**config.mk**
```make
export PLATFORM = sky130hd
export DESIGN_NAME = memory_access_unit
export DESIGN_NICKNAME = d
export VERILOG_FILES = /design/src/rtl/memory_access_unit.sv
export SDC_FILE = /design/constraint.sdc
export NUM_CORES = 1
export LEC_CHECK = 0
export ABC_AREA = 1
export BUFFER_PORTS_ARGS = -buffer_cell sky130_fd_sc_hd__buf_2
export CAP_MARGIN = 0
export CORE_AREA = 5 5 240 242
export DETAILED_ROUTE_END_ITERATION = 7
export DIE_AREA = 0 0 245 247
export PLACE_DENSITY = 0.44
export SLEW_MARGIN = 20
export SYNTH_ARGS = -nofsm -noshare
export SYNTH_HDL_FRONTEND = slang
export SYNTH_SLANG_ARGS = --single-unit
```
**constraint.sdc**
```tcl
create_clock -name i_clock -period 3.63 [get_ports i_clock]
set_clock_uncertainty 0.1 [all_clocks]
set_input_delay 0.5445 -clock i_clock [delete_from_list [all_inputs] [get_ports i_clock]]
set_output_delay 0.5445 -clock i_clock [all_outputs]
set_load 0.005 [all_outputs]
```
**src/rtl/memory_access_unit.sv**
```systemverilog
// Load/store stage that talks to a variable-latency request/ack bus.
// Line-crossing accesses become two bus beats, or a trap when ALLOW_MISALIGNED=0.
module memory_access_unit #(
    parameter int NB_REG           = 32,
    parameter int NB_ADDR          = 32,
    parameter int NB_MEM           = 5,
    parameter int NB_WB            = 8,
    parameter bit ALLOW_MISALIGNED = 1'b1
) (
    input  logic                  i_clock,
    input  logic                  i_reset,
    input  logic                  i_valid,
    output logic                  o_stall,
    input  logic [NB_ADDR-1:0]    i_alu_o,
    input  logic [NB_REG-1:0]     i_b_o,
    input  logic [NB_MEM-1:0]     i_mem,
    input  logic [NB_WB-1:0]      i_wb,
    input  logic [NB_REG-1:0]     i_pc,
    output logic                  o_bus_req,
    output logic                  o_bus_we,
    output logic [NB_ADDR-1:0]    o_bus_addr,
    output logic [NB_REG/8-1:0]   o_bus_be,
    output logic [NB_REG-1:0]     o_bus_wdata,
    input  logic                  i_bus_ack,
    input  logic [NB_REG-1:0]     i_bus_rdata,
    output logic                  o_valid,
    output logic [NB_REG-1:0]     o_reg_wb,
    output logic [NB_REG-1:0]     o_ext_mem_o,
    output logic [NB_WB-1:0]      o_wb,
    output logic [NB_REG-1:0]     o_pc,
    output logic                  o_misalign
);
    localparam int NB_BYTES = NB_REG / 8;
    localparam int OFF_W    = $clog2(NB_BYTES);
    localparam int BW       = OFF_W + 1;

    typedef enum logic [1:0] {IDLE, BEAT0, BEAT1, DONE} state_t;

    state_t              state_q, state_d;
    logic                gap_q, gap_d;
    logic [NB_ADDR-1:0]  addr_q, addr_d;
    logic [NB_REG-1:0]   data_q, data_d;
    logic                store_q, store_d;
    logic                s_u_q, s_u_d;
    logic [1:0]          dsize_q, dsize_d;
    logic [NB_WB-1:0]    wb_q, wb_d;
    logic [NB_REG-1:0]   pc_q, pc_d;
    logic [NB_REG-1:0]   rdata0_q, rdata0_d;
    logic [NB_REG-1:0]   rdata1_q, rdata1_d;

    logic                valid_q, valid_d;
    logic [NB_REG-1:0]   reg_wb_q, reg_wb_d;
    logic [NB_REG-1:0]   ext_q, ext_d;
    logic [NB_WB-1:0]    wb_out_q, wb_out_d;
    logic [NB_REG-1:0]   pc_out_q, pc_out_d;
    logic                misalign_q, misalign_d;

    logic                in_re, in_we, in_s_u, in_mem_op;
    logic [1:0]          in_dsize;
    logic [NB_ADDR-1:0]  src_addr;
    logic [1:0]          src_dsize;
    logic [OFF_W-1:0]    off;
    logic [NB_ADDR-1:0]  line_addr;
    logic [BW-1:0]       size_bytes;
    logic                crossing;
    logic [2*NB_BYTES-1:0] be_wide;
    logic [2*NB_REG-1:0] wdata_wide;
    logic [NB_REG-1:0]   load_raw;
    logic [NB_REG-1:0]   load_ext;
    logic                sign_bit, fill_bit;
    logic [NB_REG-1:0]   alu_in_ext, alu_q_ext;
    logic                stall_c, bus_req_c;

    assign in_re     = i_mem[4];
    assign in_we     = i_mem[3];
    assign in_s_u    = i_mem[2];
    assign in_dsize  = i_mem[1:0];
    assign in_mem_op = in_re | in_we;

    // Decode the live inputs while idle, the latched op once a transaction is in flight.
    assign src_addr  = (state_q == IDLE) ? i_alu_o  : addr_q;
    assign src_dsize = (state_q == IDLE) ? in_dsize : dsize_q;
    assign off       = src_addr[OFF_W-1:0];
    assign line_addr = {src_addr[NB_ADDR-1:OFF_W], {OFF_W{1'b0}}};

    always_comb begin
        if (int'(src_dsize) > OFF_W) begin
            size_bytes = BW'(NB_BYTES);
        end else begin
            size_bytes = BW'(1) << src_dsize;
        end
    end

    assign crossing = (BW'(off) + size_bytes) > BW'(NB_BYTES);

    // Two-line-wide views: the low half is beat 0, the spill-over is beat 1.
    assign be_wide    = (((2*NB_BYTES)'(1) << size_bytes) - (2*NB_BYTES)'(1)) << off;
    assign wdata_wide = {{NB_REG{1'b0}}, data_q} << {off, 3'b000};
    assign load_raw   = NB_REG'({rdata1_q, rdata0_q} >> {off, 3'b000});

    always_comb begin
        sign_bit = 1'b0;
        for (int i = 0; i < NB_BYTES; i++) begin
            if (BW'(i + 1) == size_bytes) begin
                sign_bit = load_raw[8*i+7];
            end
        end
    end

    assign fill_bit = ~s_u_q & sign_bit;

    genvar gi;
    generate
        for (gi = 0; gi < NB_BYTES; gi++) begin : g_ext
            assign load_ext[8*gi +: 8] = (BW'(gi) < size_bytes) ? load_raw[8*gi +: 8] : {8{fill_bit}};
        end

        if (NB_ADDR >= NB_REG) begin : g_alu_trunc
            assign alu_in_ext = i_alu_o[NB_REG-1:0];
            assign alu_q_ext  = addr_q[NB_REG-1:0];
        end else begin : g_alu_zext
            assign alu_in_ext = {{(NB_REG-NB_ADDR){1'b0}}, i_alu_o};
            assign alu_q_ext  = {{(NB_REG-NB_ADDR){1'b0}}, addr_q};
        end
    endgenerate

    always_comb begin
        state_d    = state_q;
        gap_d      = gap_q;
        addr_d     = addr_q;
        data_d     = data_q;
        store_d    = store_q;
        s_u_d      = s_u_q;
        dsize_d    = dsize_q;
        wb_d       = wb_q;
        pc_d       = pc_q;
        rdata0_d   = rdata0_q;
        rdata1_d   = rdata1_q;
        valid_d    = 1'b0;
        reg_wb_d   = reg_wb_q;
        ext_d      = ext_q;
        wb_out_d   = wb_out_q;
        pc_out_d   = pc_out_q;
        misalign_d = misalign_q;
        stall_c    = 1'b0;
        bus_req_c  = 1'b0;

        case (state_q)
            IDLE: begin
                if (i_valid) begin
                    if (!in_mem_op) begin
                        valid_d    = 1'b1;
                        reg_wb_d   = alu_in_ext;
                        ext_d      = '0;
                        wb_out_d   = i_wb;
                        pc_out_d   = i_pc;
                        misalign_d = 1'b0;
                    end else if (crossing && !ALLOW_MISALIGNED) begin
                        // Trap: writeback is squashed and the bus is never touched.
                        valid_d    = 1'b1;
                        reg_wb_d   = alu_in_ext;
                        ext_d      = '0;
                        wb_out_d   = '0;
                        pc_out_d   = i_pc;
                        misalign_d = 1'b1;
                    end else begin
                        stall_c  = 1'b1;
                        addr_d   = i_alu_o;
                        data_d   = i_b_o;
                        store_d  = in_we;
                        s_u_d    = in_s_u;
                        dsize_d  = in_dsize;
                        wb_d     = i_wb;
                        pc_d     = i_pc;
                        rdata0_d = '0;
                        rdata1_d = '0;
                        gap_d    = 1'b0;
                        state_d  = BEAT0;
                    end
                end
            end
            BEAT0: begin
                stall_c   = 1'b1;
                bus_req_c = 1'b1;
                if (i_bus_ack) begin
                    rdata0_d = i_bus_rdata;
                    if (crossing) begin
                        state_d = BEAT1;
                        gap_d   = 1'b1;
                    end else begin
                        state_d = DONE;
                    end
                end
            end
            BEAT1: begin
                stall_c = 1'b1;
                // One idle bus cycle separates the two beats.
                if (gap_q) begin
                    gap_d = 1'b0;
                end else begin
                    bus_req_c = 1'b1;
                    if (i_bus_ack) begin
                        rdata1_d = i_bus_rdata;
                        state_d  = DONE;
                    end
                end
            end
            DONE: begin
                valid_d    = 1'b1;
                reg_wb_d   = alu_q_ext;
                ext_d      = store_q ? '0 : load_ext;
                wb_out_d   = wb_q;
                pc_out_d   = pc_q;
                misalign_d = 1'b0;
                state_d    = IDLE;
            end
            default: state_d = IDLE;
        endcase
    end

    always_ff @(posedge i_clock or negedge i_reset) begin
        if (!i_reset) begin
            state_q    <= IDLE;
            gap_q      <= 1'b0;
            addr_q     <= '0;
            data_q     <= '0;
            store_q    <= 1'b0;
            s_u_q      <= 1'b0;
            dsize_q    <= '0;
            wb_q       <= '0;
            pc_q       <= '0;
            rdata0_q   <= '0;
            rdata1_q   <= '0;
            valid_q    <= 1'b0;
            reg_wb_q   <= '0;
            ext_q      <= '0;
            wb_out_q   <= '0;
            pc_out_q   <= '0;
            misalign_q <= 1'b0;
        end else begin
            state_q    <= state_d;
            gap_q      <= gap_d;
            addr_q     <= addr_d;
            data_q     <= data_d;
            store_q    <= store_d;
            s_u_q      <= s_u_d;
            dsize_q    <= dsize_d;
            wb_q       <= wb_d;
            pc_q       <= pc_d;
            rdata0_q   <= rdata0_d;
            rdata1_q   <= rdata1_d;
            valid_q    <= valid_d;
            reg_wb_q   <= reg_wb_d;
            ext_q      <= ext_d;
            wb_out_q   <= wb_out_d;
            pc_out_q   <= pc_out_d;
            misalign_q <= misalign_d;
        end
    end

    assign o_stall     = i_reset & stall_c;
    assign o_bus_req   = bus_req_c;
    assign o_bus_we    = bus_req_c & store_q;
    assign o_bus_addr  = !bus_req_c ? '0 :
                         (state_q == BEAT1) ? line_addr + NB_ADDR'(NB_BYTES) : line_addr;
    assign o_bus_be    = !bus_req_c ? '0 :
                         (state_q == BEAT1) ? be_wide[2*NB_BYTES-1:NB_BYTES] : be_wide[NB_BYTES-1:0];
    assign o_bus_wdata = !bus_req_c ? '0 :
                         (state_q == BEAT1) ? wdata_wide[2*NB_REG-1:NB_REG] : wdata_wide[NB_REG-1:0];

    assign o_valid     = valid_q;
    assign o_reg_wb    = reg_wb_q;
    assign o_ext_mem_o = ext_q;
    assign o_wb        = wb_out_q;
    assign o_pc        = pc_out_q;
    assign o_misalign  = misalign_q;
endmodule

```
==> results of run 1 <==
cells by family (layout without fill, tap and decap cells):
family	Yosys count	in the layout	synth area share [%]
buffers and inverters	308	627	8.71
adders and majority gates	8	8	0.733
AOI/OAI and AO/OA	411	411	15.5
and+or+nand+nor	1042	1042	28.6
other	1	5	0.0256
DFF	272	272	46.4
layer usage:
metal | GRT usage, % | vias up | wire length (um)
li1 | - | 7170 | -
met1 | 25.5 | 7056 | 26300
met2 | 29.3 | 428 | 25900
met3 | 3.95 | 85 | 3400
met4 | 5.96 | 2 | 1670
met5 | 0 | - | 13
worst max-delay path by stage:
stage                                 from             end  cells after the start
finish              state_q[1]$_DFFE_PN0P_  o_bus_addr[30]                     17
global route        state_q[1]$_DFFE_PN0P_  o_bus_addr[30]                     17
CTS                 state_q[1]$_DFFE_PN0P_  o_bus_addr[30]                     17
detailed placement  state_q[1]$_DFFE_PN0P_  o_bus_addr[30]                     17
global placement    state_q[1]$_DFFE_PN0P_  o_bus_addr[30]                     17
floorplan           state_q[0]$_DFFE_PN0P_  o_bus_addr[24]                     17
per-stage QoR:
step	hold WS, ns	setup TNS, ns	util (%)	instances
2_1_floorplan	0.149	0	-	2044
3_3_place_gp	0.315	0	31.0	2983
3_5_place_dp	0.318	0	31.0	2983
4_1_cts	0.0636	-0.00309	33.5	3057
5_1_grt	0.0753	-0.690	34.0	3068
6_report	0.106	0	34.0	3069
synth_stat cells (2+ instances only):
master	n
ha_1	7
nor3_1	18
nand2_1	714
nand3_1	90
o21ai_1	12
nand4_1	15
nand3_2	2
buf_2	41
nor2_2	7
a21oi_1	57
a31oi_1	76
buf_6	4
nand2_2	8
nor2_1	178
inv_2	11
buf_1	10
nor3_2	2
o221a_2	7
o21a_1	2
clkbuf_1	65
o21ai_2	5
buf_4	8
inv_1	167
o21ai_0	230
nand2_4	3
dfrtp_1	272
a211oi_1	13
o211ai_1	3
nor2_4	3
power by group through the flow:
| stage | combinational [uW] | clock (uW) | sequential (uW) |
|---|---|---|---|
| final | 9990 | 3710 | 5210 |
| after CTS | 9830 | 3870 | 5220 |
| after global placement | 9590 | 0 | 5230 |
| after detailed placement | 9630 | 0 | 5260 |
| after global routing | 11300 | 3970 | 5390 |
| after floorplan | 5910 | 0 | 5110 |
final cells by class:
| cell class | instances | area (sq um) |
|---|---|---|
| flip-flops and latches | 272 | 6810 |
| clock buffers | 52 | 1050 |
| repair buffers | 383 | 2230 |
| diodes | 2 | 5.00 |
| multi-input cells | 1464 | 6810 |
| fillers | 5994 | 36200 |
| inverters | 179 | 684 |
| clock inverters | 13 | 171 |
| well taps | 704 | 881 |
worst max-delay path, delay by kind of cell (launching register included):
kind,cells,cell delay [ns]
adders and majority gates,2,0.43
and+or+nand+nor,10,1.04
AOI/OAI and AO/OA,1,0.07
DFF,1,0.40
buffers and inverters,4,0.45
registers in the layout, summed over array words and instances, names as in the netlist, 8 cells and up:
register and flops:
data_q 32, o_reg_wb 32, pc_q 32, o_wb 8, rdata1_q 24, rdata0_q 32
o_ext_mem_o 32, o_pc 32, wb_q 8, addr_q 32
timing repair:
action | CTS | global route
setup buffers | 8 | 10
pin swaps | 9 | 8
cloned | 0 | 0
endpoints found under the hold margin | 23 | 0
hold buffers | 1 | 0
endpoints found under the setup margin | 48 | 38
gates resized for setup | 23 | 41
==> reports/metrics.cfg, run 1 <==
[flow_run]
drv_cap=0

[final_layout]
drive_gt1_share_pct=22.7
final_cell_mix=nand2_1 (701), buf_2 (317), dfrtp_1 (272)
finalInstanceArea_sq_um=18600
syn2layout_area_growth_pct=27.1
nets=2490
final_common_cell=nand2_1

[outcome]
status=completed

[min_path]
min_to=data_q[20]$_DFFE_PN0P_
hold_class=in -> reg
min_path_cells=3
min-delay-start=i_b_o[20]

[pwr]
internal_power_uw=10000
cellPowerDensity_nw_per_um2=1010
pwr-share-clk_pct=19.6
power.switching_uw=8880
peakVddDrop_v=0.000403
finalPower_uw=18900
p_sw_share_pct=46.9
p_comb_share_pct=52.8
pwr-share-seq_pct=27.6
p_leak_uw=0.00921

[floorplan]
coreArea_sq_um=54900
die_h_um=247
start_util_pct=26.7
die_width_um=245
io_pins=322
die_area_sq_um=60500
rows=86

[timing]
rsz0062_at_grt=yes
setup_violations=0
drv_slew=0
finalHoldViolCount=0
layout_setup_ws_ns=0.0435
period_share_pct=98.8
fin_crit_ns=3.59
tightest_slew_ns=1.00
clock.fmax_mhz=279
relSlewSlack_pct=33.2

[route]
firstDrtPassIters=6
vias_per_cell=4.80
route.detailed.drc=0
drt-total-wl_mm=57.3
wl_per_cell_um=18.7
num_vias=14700
drtIter0Drc=1021
antenna_left=0

[grt]
overflow=0
grt_usage_pct=18.5
grt_pass1_vias=14900
grt_max_degree=127
antenna_found_initial=7
grt_pass1_wl_mm=88.3

[setup_path]
r2r-end=gap_q$_DFFE_PN0P_
cp-start-kind=flip-flop
cp_cell_sequence=inv_2 -> ha_4 -> buf_6 -> nand2_2 -> o21ai_2 -> ha_2 -> nand2_2 -> inv_2 -> nand2_2 -> nor2_4 -> nand3_4 -> nor2_4 -> nand4_1 -> nand2_1 -> nand2_1 -> nor2_2 -> buf_2
worstReg2RegStart=state_q[1]$_DFFE_PN0P_
crit_required_ns=2.99
critPathMostFrequentCell=nand2_2
rrSetupSlack_ns=0.47
r2r_cells=14
cp_max_fo=6
critPathCaptureType=primary output
slowest_delay_ns=0.40
worstPathArrival_ns=2.94
crit_type=reg -> out
crit_path_top_delay_cell=dfrtp_1

[clock_tree]
clkSlewWorstSetupHoldPaths_ns=0.06
clk_latency_ns=0.56
cts_buffers=37
htreeDepth=2
cts_tree=done
cts_root_buffer=clkbuf_16
clock-sinks=272
clockBufferDepth=3

[logic_synthesis]
yosys_warnings=0
async_reset_ff_share_pct=100
synth_edf_count=0
yosysSeqAreaShare_pct=46.4
synth-seq-cells=272
syn-mean-instance-area_sq_um=7.19
netlist_area_sq_um=14700
yosysTopAreaCell=dfrtp_1
ys.flop_type=dfrtp_1
synth_cells=2042
synth_cell_type_count=41
netlist.area_leader.share_pct=46.4
synth_area_leaders=dfrtp_1 (46%), nand2_1 (18%), o21ai_0 (7.8%), nor2_1 (4.6%), inv_1 (4.3%)

[placement]
placed_area_sq_um=17000
hpwl_mm=39.4
gp_congestion=0.865
io_buffers=318
pre_cts_ws_ns=0.198

Note: power is estimated with default switching activity, not from simulation.
==> inputs of run 2 (changes only) <==
--- a/config.mk
+++ b/config.mk
@@ -7,11 +7,12 @@
 export LEC_CHECK = 0
 export ABC_AREA = 1
 export BUFFER_PORTS_ARGS = -buffer_cell sky130_fd_sc_hd__buf_2
-export CAP_MARGIN = 0
+export CAP_MARGIN = 20
 export CORE_AREA = 5 5 240 242
+export CTS_CLUSTER_SIZE = 30
 export DETAILED_ROUTE_END_ITERATION = 7
 export DIE_AREA = 0 0 245 247
-export PLACE_DENSITY = 0.44
+export PLACE_DENSITY = 0.45
 export SLEW_MARGIN = 20
 export SYNTH_ARGS = -nofsm -noshare
 export SYNTH_HDL_FRONTEND = slang
==> reports/metrics.cfg, run 2 (same netlist as run 1, synthesis figures left out) <==
[placement]
hpwl_mm=40.1  ; +1.8%
pre_cts_ws_ns=0.257  ; +0.0586 ns
gp_congestion=0.852  ; -1.5%
io_buffers=318  ; unchanged

[floorplan]
die_h_um=247  ; unchanged
die_area_sq_um=60500  ; unchanged
io_pins=322  ; unchanged
start_util_pct=26.7  ; unchanged
rows=86  ; unchanged
coreArea_sq_um=54900  ; unchanged
die_width_um=245  ; unchanged

[setup_path]
cp_cell_sequence=inv_2 -> ha_4 -> buf_8 -> o21a_1 -> inv_2 -> ha_4 -> nand2_4 -> inv_2 -> nand2_4 -> nor2_4 -> nand3_4 -> nor2_4 -> nand2_2 -> o21bai_1 -> inv_1 -> nor2_2 -> buf_2
crit_required_ns=2.99  ; about the same
r2r_cells=17  ; +3
cp_max_fo=6  ; unchanged
crit_type=reg -> out
critPathMostFrequentCell=inv_2
slowest_delay_ns=0.35  ; -0.05 ns
crit_path_top_delay_cell=dfrtp_1
critPathCaptureType=primary output
crit_family=simple AND/OR/NAND/NOR gates
worstSetupPathDepth=17  ; unchanged
worstPathArrival_ns=2.91  ; -0.03 ns
path_buf_inv=6  ; +2
cp-start-kind=flip-flop

[outcome]
status=completed

[grt]
antenna_found_initial=8  ; +1
grt_pass1_wl_mm=89.2  ; +1.1%
grt_pass1_vias=14500  ; -2.2%
overflow=0  ; unchanged
grt_usage_pct=18.7  ; +0.19 points
grt_max_degree=145  ; +14%

[clock_tree]
clk_latency_ns=0.54  ; -0.02 ns
clkSlewWorstSetupHoldPaths_ns=0.06  ; about the same
htreeDepth=2  ; unchanged
cts_buffers=37  ; unchanged
cts_tree=done
clockBufferDepth=3  ; unchanged
cts_root_buffer=clkbuf_16
clock-sinks=272  ; unchanged

[final_layout]
final_common_cell=nand2_1
final_cell_mix=nand2_1 (701), buf_2 (316), dfrtp_1 (272)
syn2layout_area_growth_pct=26.8
drive_gt1_share_pct=22.2  ; -0.50 points
nets=2485  ; -0.20%

[pwr]
cellPowerDensity_nw_per_um2=1010  ; about the same
peakVddDrop_v=0.000539  ; +34%
p_leak_uw=0.00921  ; about the same

[timing]
setup_violations=0  ; unchanged
clock.fmax_mhz=281  ; +0.78%
finalHoldViolCount=0  ; unchanged
rsz0062_at_grt=yes
fin_crit_ns=3.56  ; -0.0279 ns
fin_setup_tns_ns=0  ; unchanged
period_share_pct=98.0  ; -0.77 points
drv_slew=0  ; unchanged
relSlewSlack_pct=33.3  ; +0.14 points
layout_setup_ws_ns=0.0714  ; +0.0279 ns
tightest_slew_ns=1.00  ; -0.00213 ns

[min_path]
min_path_cells=3  ; unchanged
hold_class=in -> reg

[route]
route.detailed.drc=0  ; unchanged
vias_per_cell=4.82  ; +0.34%
drt-total-wl_mm=58.0  ; +1.3%
wl_per_cell_um=18.9  ; +1.3%
antenna_left=0  ; unchanged
num_vias=14800  ; +0.27%
firstDrtPassIters=8  ; +2
drtIter0Drc=944  ; -7.5%

[flow_run]
drv_cap=0  ; unchanged

## run 2: cell count changes in the layout (fill, tap and decap cells not counted), moves of 3 or more
cell	change
buf_12	-3
buf_4	-3
clkbuf_1	+4
clkinv_2	-3
diode_2	+3
nand2_2	-3
nand2_4	+3
## run 2: path summary, 6_finish.rpt
kind | startpoint | end | slack [ns]
max | state_q[0]$_DFFE_PN0P_ | o_bus_addr[24] | 0.07
min | i_pc[30] | pc_q[30]$_DFFE_PN0P_ | 0.11
max reg2reg | state_q[0]$_DFFE_PN0P_ | o_ext_mem_o[10]$_DFFE_PN0P_ | 0.64
min reg2reg | pc_q[5]$_DFFE_PN0P_ | pc_q[5]$_DFFE_PN0P_ | 0.37
max in group asynchronous | i_reset | o_reg_wb[2]$_DFFE_PN0P_ | 1.94
min in group asynchronous | i_reset | o_reg_wb[27]$_DFFE_PN0P_ | 0.44
## run 2: worst min-delay path: cells and delay by family
kind	cells	cell delay, ns
buffers and inverters	1	0.09
AND/OR/NAND/NOR	2	0.09
## run 2: metal layers
layer	track usage, %	vias up	part of all wire (%)
li1	-	7160	-
met1	25.9	7125	46
met2	30.0	414	46
met3	3.91	80	5.5
met4	4.87	2	2.4
met5	0	-	0.024
## run 2: report_power, final
part	leakage (uW)	total (uW)	internal [uW]	switching [uW]
registers	0.00335	5230	4430	807
clock network	0.000591	3760	2290	1470
logic	0.00527	9880	3280	6600
## run 2: area by class of cell
type	count	area, sq um
repair buffers	378	2170
flip-flops and latches	272	6810
inverters	179	673
fillers	5972	36300
multi-input cells	1464	6850
clock inverters	10	164
diodes	5	12.5
clock buffers	55	1050
well taps	704	881
## run 2: timing repair
item | CTS | global route
pin swaps | 9 | 12
endpoints found under the setup margin | 45 | 44
buffers inserted | 7 | 8
gates resized for setup | 29 | 43
hold buffers | 1 | 0
hold endpoints to repair | 50 | 0
## run 2: metrics by stage
step	total power [uW]	cell area [sq um]	util [%]	hold slack (ns)	std cells
finish	18900	18600	33.9	0.109	3067
global route	20600	18600	33.9	0.0985	3064
CTS	18900	18400	33.5	0.0702	3054
detailed placement	14800	17000	31.0	0.359	2981
global placement	14700	17000	31.0	0.353	2981
floorplan	11000	14700	-	0.149	2044
==> inputs of run 3 (changes only) <==
==> constraint.sdc (replaced) <==
create_clock -name i_clock -period 3.63 [get_ports i_clock]
set_clock_uncertainty 0.1 [all_clocks]
set_input_delay 0.726 -clock i_clock [delete_from_list [all_inputs] [get_ports i_clock]]
set_output_delay 0.726 -clock i_clock [all_outputs]
set_load 0.005 [all_outputs]
==> reports/metrics.cfg, run 3 (same netlist as run 1, synthesis figures left out) <==
[floorplan]
die_area_sq_um=60500  ; unchanged
start_util_pct=26.7  ; unchanged
io_pins=322  ; unchanged
die_width_um=245  ; unchanged
rows=86  ; unchanged
coreArea_sq_um=54900  ; unchanged
die_h_um=247  ; unchanged

[pwr]
peakVddDrop_v=0.000356  ; -34%
power.switching_uw=9250  ; +4.3%
p_comb_share_pct=54.6  ; +2.3 points
internal_power_uw=10600  ; +5.6%
pwr-share-seq_pct=26.3  ; -1.4 points
pwr-share-clk_pct=19.1  ; -0.8 points
cellPowerDensity_nw_per_um2=1020  ; +0.92%
finalPower_uw=19800  ; +5.0%
p_sw_share_pct=46.7  ; -0.32 points
p_leak_uw=0.00951  ; +3.2%

[placement]
gp_congestion=0.843  ; -1.0%
io_buffers=318  ; unchanged
hpwl_mm=39.2  ; -2.3%

[setup_path]
worstReg2RegStart=state_q[0]$_DFFE_PN0P_
critPathCaptureType=primary output
cp_max_fo=6  ; unchanged
crit_type=reg -> out
r2r_cells=17  ; unchanged
crit_required_ns=2.80  ; -0.19 ns
cp-start-kind=flip-flop
rrSetupSlack_ns=0.50  ; -0.14 ns
r2r-end=gap_q$_DFFE_PN0P_
worstPathArrival_ns=2.92  ; about the same

[flow_run]
drv_cap=0  ; unchanged

[timing]
relSlewSlack_pct=37.2  ; +3.8 points
rsz0062_at_grt=yes
fin_crit_ns=3.74  ; +0.183 ns
fin_setup_tns_ns=-0.379  ; -0.379 ns
drv_slew=0  ; unchanged
layout_setup_ws_ns=-0.112  ; -0.183 ns
clock.fmax_mhz=267  ; -4.9%
period_share_pct=103  ; +5.1 points
tightest_slew_ns=0.943  ; -0.0575 ns
finalHoldViolCount=0  ; unchanged
hold_ws_ns=0.290  ; +0.181 ns
setup_violations=7  ; +7

[final_layout]
syn2layout_area_growth_pct=31.9
drive_gt1_share_pct=26.3  ; +4.1 points
final_cell_mix=nand2_1 (682), buf_2 (315), dfrtp_1 (272)
utilization_pct=35.3  ; +1.4 points
nets=2517  ; +1.3%
final_common_cell=nand2_1
nFillCells=5916  ; -0.94%

[clock_tree]
cts_buffers=38  ; +2.7%
htreeDepth=2  ; unchanged
clk_latency_ns=0.55  ; about the same
clkSlewWorstSetupHoldPaths_ns=0.06  ; about the same
cts_tree=done
cts_root_buffer=clkbuf_16
clockBufferDepth=3  ; unchanged
clock-sinks=272  ; unchanged

[route]
num_vias=14900  ; +1.0%
route.detailed.drc=0  ; unchanged
firstDrtPassIters=5  ; -3
drtIter0Drc=1031  ; +9.2%
drt-total-wl_mm=58.3  ; +0.52%
vias_per_cell=4.82  ; about the same
wl_per_cell_um=18.8  ; -0.39%
antenna_left=0  ; unchanged

[grt]
overflow=0  ; unchanged
grt_usage_pct=18.4  ; -0.28 points
grt_pass1_vias=14900  ; +2.4%
antenna_found_initial=5  ; -3
grt_max_degree=131  ; -9.7%
grt_pass1_wl_mm=88.1  ; -1.2%

[min_path]
hold_class=in -> reg
min_to=data_q[21]$_DFFE_PN0P_
min-delay-start=i_b_o[21]
min_path_cells=3  ; unchanged

[outcome]
status=finished with violations
violations=setup timing

run 3: cell count changes in the layout (fill, tap and decap cells not counted), moves of 14 or more:
cell / previous run / this run
o21ai_1: 14 / 28
nand2_1: 701 / 682
o21ai_0: 228 / 208
nand2_2: 18 / 32
buf_4: 48 / 68
run 3: through the flow:
step,area (sq um),instances,worst slack [ns]
2_1_floorplan,14700,2044,0.361
3_3_place_gp,17100,2991,0.0917
3_5_place_dp,17100,2991,0.0927
4_1_cts,18600,3072,-0.209
5_1_grt,19400,3093,-0.267
6_report,19400,3095,-0.112
run 3: worst max-delay path: stages (launching register included):
cell	delay (ns)
dfrtp_1	0.37
inv_2	0.07
ha_4	0.18
buf_8	0.14
o21a_1	0.21
inv_2	0.08
ha_4	0.14
nand2_4	0.05
inv_2	0.06
nand2_4	0.06
nor2_4	0.14
nand3_4	0.10
nor2_4	0.18
nand2_2	0.10
o21bai_1	0.13
inv_1	0.06
nor2_2	0.15
buf_2	0.14
run 3: area by class of cell:
cell class	count	area [sq um]	area share, %
Sequential cell	272	6810	35.2
Clock buffer	56	1110	5.73
Clock inverter	9	141	0.730
Inverter	179	694	3.59
Multi-Input combinational cell	1464	7150	36.9
Timing Repair Buffer	409	2570	13.3
Antenna cell	2	5.00	0.0259
Tap cell	704	881	4.55
run 3: how the worst max path moves through the flow:
stage,from,endpoint
after floorplan,state_q[0]$_DFFE_PN0P_,o_bus_addr[24]
after global placement,state_q[1]$_DFFE_PN0P_,o_bus_addr[30]
after detailed placement,state_q[1]$_DFFE_PN0P_,o_bus_addr[30]
after CTS,state_q[0]$_DFFE_PN0P_,o_bus_wdata[7]
after global routing,state_q[1]$_DFFE_PN0P_,o_bus_addr[24]
final,state_q[0]$_DFFE_PN0P_,o_bus_addr[24]
run 3: power by group through the flow:
stage / combinational (uW) / clock (uW) / sequential, uW
after floorplan: 5910 / 0 / 5110
after global placement: 9530 / 0 / 5240
after detailed placement: 9610 / 0 / 5250
after CTS: 9990 / 3930 / 5210
after global routing: 12100 / 4040 / 5380
final: 10800 / 3790 / 5210
run 3: layer usage:
layer	vias to the layer above	wire (um)	GRT usage, %
met4	4	1570	5.13
met5	-	21	0
met2	437	27100	29.8
li1	7235	-	-
met1	7170	26100	25.0
met3	84	3550	4.09
run 3: timing repair:
item	4_1_cts	5_1_grt
hold buffers	1	0
hold endpoints to repair	20	0
buffers inserted	14	18
endpoints found under the setup margin	60	61
resized for setup	60	135
gates cloned	1	3
pin swaps	18	37
